$ cat config.mk
export PLATFORM = sky130hd
export DESIGN_NAME = ex_div_seq
export DESIGN_NICKNAME = d
export VERILOG_FILES = /design/src/rtl/ex_div_seq.sv
export SDC_FILE = /design/constraint.sdc
export NUM_CORES = 1
export LEC_CHECK = 0
export ABC_AREA = 1
export CAP_MARGIN = 0
export CORE_MARGIN = 2
export CORE_UTILIZATION = 29
export CTS_CLUSTER_SIZE = 30
export DETAILED_ROUTE_END_ITERATION = 6
export DONT_BUFFER_PORTS = 1
export PLACE_DENSITY_LB_ADDON = 0.05
export REMOVE_ABC_BUFFERS = 1
export SYNTH_ARGS = -nofsm -noshare
export SYNTH_HDL_FRONTEND = slang
export SYNTH_SLANG_ARGS = --single-unit
$ cat constraint.sdc
create_clock -name clk -period 4.3 [get_ports clk]
set_input_delay 0.86 -clock clk [delete_from_list [all_inputs] [get_ports clk]]
set_output_delay 0.86 -clock clk [all_outputs]
set_load 0.005 [all_outputs]
$ cat src/rtl/ex_div_seq.sv
// Multi-cycle radix-2 restoring divider for DIV/DIVU: one quotient bit per cycle,
// sign fix-up in a final cycle, result held in DONE until the memory stage releases it.
module ex_div_seq #(
    parameter int WIDTH = 32
) (
    input  logic             clk,
    input  logic             rst,
    input  logic             flush,
    input  logic             stall,
    input  logic             start,
    input  logic             is_signed,
    input  logic [WIDTH-1:0] dividend,
    input  logic [WIDTH-1:0] divisor,
    output logic             busy,
    output logic             done,
    output logic [WIDTH-1:0] quotient,
    output logic [WIDTH-1:0] remainder,
    output logic             div_by_zero
);
    localparam int CW = $clog2(WIDTH);

    typedef enum logic [1:0] {IDLE, RUN, SIGN, DONE} state_t;

    state_t           state, state_nxt;
    logic [CW-1:0]    cnt;
    logic [WIDTH-1:0] dvd;   // shifts out dividend bits, shifts in quotient bits
    logic [WIDTH-1:0] dvs;
    logic [WIDTH-1:0] rem;
    logic             sign_q, sign_r;

    logic [WIDTH:0]   rem_sh;
    logic [WIDTH:0]   trial;
    logic             last_iter;
    logic             div_zero;
    logic [WIDTH-1:0] dividend_abs, divisor_abs;

    assign rem_sh    = {rem, dvd[WIDTH-1]};
    assign trial     = rem_sh - {1'b0, dvs};
    assign last_iter = (cnt == CW'(WIDTH - 1));
    assign div_zero  = (divisor == '0);

    assign dividend_abs = (is_signed && dividend[WIDTH-1]) ? -dividend : dividend;
    assign divisor_abs  = (is_signed && divisor[WIDTH-1])  ? -divisor  : divisor;

    assign busy = (state == RUN) || (state == SIGN);
    assign done = (state == DONE);

    always_ff @(posedge clk) begin
        if (rst) state <= IDLE;
        else     state <= state_nxt;
    end

    always_comb begin
        state_nxt = state;
        case (state)
            IDLE: if (start) state_nxt = div_zero ? DONE : RUN;
            RUN:  if (last_iter) state_nxt = SIGN;
            SIGN: state_nxt = DONE;
            DONE: if (!stall) state_nxt = IDLE;
            default: state_nxt = IDLE;
        endcase
        if (flush) state_nxt = IDLE;
    end

    always_ff @(posedge clk) begin
        if (rst) begin
            cnt         <= '0;
            dvd         <= '0;
            dvs         <= '0;
            rem         <= '0;
            sign_q      <= 1'b0;
            sign_r      <= 1'b0;
            quotient    <= '0;
            remainder   <= '0;
            div_by_zero <= 1'b0;
        end else if (flush) begin
            cnt <= '0;
        end else begin
            case (state)
                IDLE: if (start) begin
                    if (div_zero) begin
                        quotient    <= '1;
                        remainder   <= dividend;
                        div_by_zero <= 1'b1;
                    end else begin
                        dvd    <= dividend_abs;
                        dvs    <= divisor_abs;
                        rem    <= '0;
                        cnt    <= '0;
                        sign_q <= is_signed & (dividend[WIDTH-1] ^ divisor[WIDTH-1]);
                        sign_r <= is_signed & dividend[WIDTH-1];
                    end
                end
                RUN: begin
                    cnt <= cnt + 1'b1;
                    // A restore never needs bit WIDTH: when it is set the subtract succeeds.
                    if (!trial[WIDTH]) begin
                        rem <= trial[WIDTH-1:0];
                        dvd <= {dvd[WIDTH-2:0], 1'b1};
                    end else begin
                        rem <= rem_sh[WIDTH-1:0];
                        dvd <= {dvd[WIDTH-2:0], 1'b0};
                    end
                end
                SIGN: begin
                    quotient    <= sign_q ? -dvd : dvd;
                    remainder   <= sign_r ? -rem : rem;
                    div_by_zero <= 1'b0;
                end
                default: ;
            endcase
        end
    end
endmodule
==> impl_metrics.tcl <==
set metrics [dict create \
    status "completed" \
    setup_tns_ns 0 \
    path_clk_slew_ns 0.07 \
    drv_slew 0 \
    grtUsageMet3_pct 4.31 \
    drive_above_1_share_pct 3.74 \
    worstHoldStart "rst" \
    crit_type "reg2reg" \
    grt_usage_pct 21.5 \
    period_needed_ns 3.10 \
    fp.dieW_um 217 \
    dp_slack_ns 1.19 \
    via_per_inst 4.95 \
    worstRegToRegCells 17 \
    holdPathEnd "rem[29]" \
    synth_cells 2204 \
    critical_path_arrival_ns 3.48 \
    synth_flop_cell "dfxtp_1" \
    htree_num_levels 4 \
    relSlewSlack_pct 47.3 \
    setup_viol 0 \
    path_max_fanout 33 \
    ctsHoldBuffers 0 \
    max_freq_mhz 323 \
    worstHoldPathCells 1 \
    grt_setup_unrepaired "false" \
    drv_cap 0 \
    cts.sinks 170 \
    num_vias 13600 \
    yosys-top-cells-area "dfxtp_1, nand2_1, inv_1, a21oi_1, nand3_1" \
    cp.required_ns 4.69 \
    dpl.hpwl_mm 39.8 \
    async_reset_ff_share_pct 0 \
    grt_max_degree 72 \
    wl_per_cell_um 18.3 \
    crit_top_cell "nand2_2" \
    r2r-start "dvd[31]" \
    end_kind "register" \
    netlist.area_leader.share_pct 26.0 \
    fin_crit_sh_pct 72.0 \
    cts-resized-gates 0 \
    wirelength_mm 50.3 \
    vdd_drop_max_mv 0.289 \
    p_leak_nw 6.53 \
    ys_ff_latch 170 \
    syn_area_mm2 0.0131 \
    syn_avg_cell_area_um2 5.94 \
    crit_chain "inv_1 > ha_1 > fa_1 > inv_1 > nand2_1 > nand2_1 > nand3_1 > nand2_2 > nand2_2 > nand2_2 > nand2_2 > nand2_2 > nand2_4 > nand2_4 > nand2_1 > nand3_1 > a21oi_1" \
    critical_path.top_delay_family "simple AND/OR/NAND/NOR gates" \
    grt_use_met2_pct 35.9 \
    hold_violations 0 \
    dieArea_mm2 0.0469 \
    grt_overflow 0 \
    met1_usage_pct 27.5 \
    port_buffers 0 \
    synth.distinct_cells 48 \
    postCtsSetupBuffers 0 \
    timing.critical_path.buf_inv 2 \
    rrSetupSlack_ns 1.20 \
    tightest_slew_ns 0.789 \
    final_cell_mix "nand2_1, inv_1, a21oi_1, nor2_1, nand3_1" \
    row_count 77 \
    grt_pass1_vias 13000 \
    clock_latency_ns 0.49 \
    gr-max-usage-layer "met2" \
    drtPass1Iterations 5 \
    finalNetCount 2264 \
    antenna_found_initial 0 \
    yosysWarnings 0 \
    slowest_delay_ns 0.41 \
    seq_area_frac_synth_pct 26.0 \
    cts_made_buffers 17 \
    core_mm2 0.0444 \
    min_path_type "in2reg" \
    start_util_pct 29.5 \
    io_pins 137 \
    clockBufferDepth 2 \
    die-height_um 217 \
    drtIter0Drc 930 \
    slowest_stage "nand2_4" \
    layout_commonest_cell "nand2_1" \
    insertedDiodeCount 0 \
    area_growth_pct 7.82 \
    p_per_area_mw_per_mm2 309 \
    setup.worst_path.start_class "register" \
    clock_skew_ns 0.0136 \
    startpoint "dvd[31]" \
    synth_area_leader_cell "dfxtp_1" \
    synth-edff-count 0 \
    grt_pass1_wl_mm 76.8 \
    reg2reg_to "rem[19]" \
    worst_slack_ns 1.20 \
    cts_root_buffer "clkbuf_16" \
    drc 0 \
    antenna_left 0 \
    p_total_w 0.00436 \
    cts_tree "yes" \
    place_congestion 0.874 \
]
registers in the layout, indices dropped and copies added (netlist names):
| name | flops |
|---|---|
| dvd | 32 |
| dvs | 32 |
| quotient | 32 |
| rem | 32 |
| remainder | 32 |
| cnt | 5 |
| state | 2 |
| div_by_zero | 1 |
| sign_q | 1 |
| sign_r | 1 |
worst max-delay path by stage:
stage / end / cells past startpoint
after floorplan: rem[0] / 8
after global placement: rem[23] / 17
after detailed placement: dvd[12] / 11
after CTS: rem[23] / 17
after global routing: rem[0] / 17
final: rem[19] / 17
metal layers:
metal	share of wire [%]	up-vias	wire length, um
met1	46	6240	23100
met3	4.6	56	2310
li1	-	7042	-
met5	0	-	0
met2	47	299	23500
met4	2.8	0	1420
synthesized netlist by cell type, types with 10 or more instances:
| library cell | number |
|---|---|
| clkbuf_1 | 50 |
| nand2_1 | 593 |
| inv_1 | 298 |
| nand2_2 | 10 |
| buf_2 | 25 |
| nor2_1 | 195 |
| nand3_1 | 191 |
| a31oi_1 | 30 |
| ha_1 | 42 |
| dfxtp_1 | 170 |
| o21ai_0 | 144 |
| o21ai_1 | 34 |
| a21oi_1 | 210 |
| xnor2_1 | 20 |
| nand4_1 | 30 |
| xor2_1 | 51 |
| nor3_1 | 26 |
cell type report:
class	count	area, um^2
fill	5068	30300
timing repair buffer	17	140
clock buffer	22	464
tap	592	741
sequential	170	3400
inverter	302	1130
multi-input combinational	1643	8120
clock inverter	10	118
report_power, final:
group	internal (W)	leakage [nW]	switching, W	total [W]
Combinational	0.000308	4.86	0.000699	0.00101
Clock	0.000886	0.284	0.000724	0.00161
Sequential	0.00166	1.38	0.0000788	0.00174
metrics by stage:
| stage | area [um^2] | hold WS (ns) | cells | utilization [%] |
|---|---|---|---|---|
| after detailed placement | 13500 | 0.484 | 2724 | 30.5 |
| after global placement | 13500 | 0.475 | 2724 | 30.5 |
| after floorplan | 12700 | 0.432 | 2115 | - |
| final | 14100 | 0.486 | 2756 | 31.8 |
| after global routing | 14100 | 0.442 | 2756 | 31.8 |
| after CTS | 14100 | 0.434 | 2756 | 31.8 |
worst register-to-register path: stages (launching register included):
cell and delay (ns):
dfxtp_1 0.38, inv_1 0.17, ha_1 0.28, fa_1 0.40, inv_1 0.11, nand2_1 0.06
nand2_1 0.09, nand3_1 0.09, nand2_2 0.15, nand2_2 0.06, nand2_2 0.09, nand2_2 0.07
nand2_2 0.08, nand2_4 0.23, nand2_4 0.43, nand2_1 0.15, nand3_1 0.09, a21oi_1 0.06
kinds of logic after synthesis:
family | Yosys count | share of synthesized area [%]
AND/OR/NAND/NOR | 1078 | 34.8
adder cells (fa/ha/maj) | 43 | 4.17
XOR/XNOR | 71 | 4.75
AO/OA/AOI/OAI | 451 | 18.3
flip-flops | 170 | 26.0
buffers and inverters | 391 | 12.0
(Power assumes the default switching activity.)
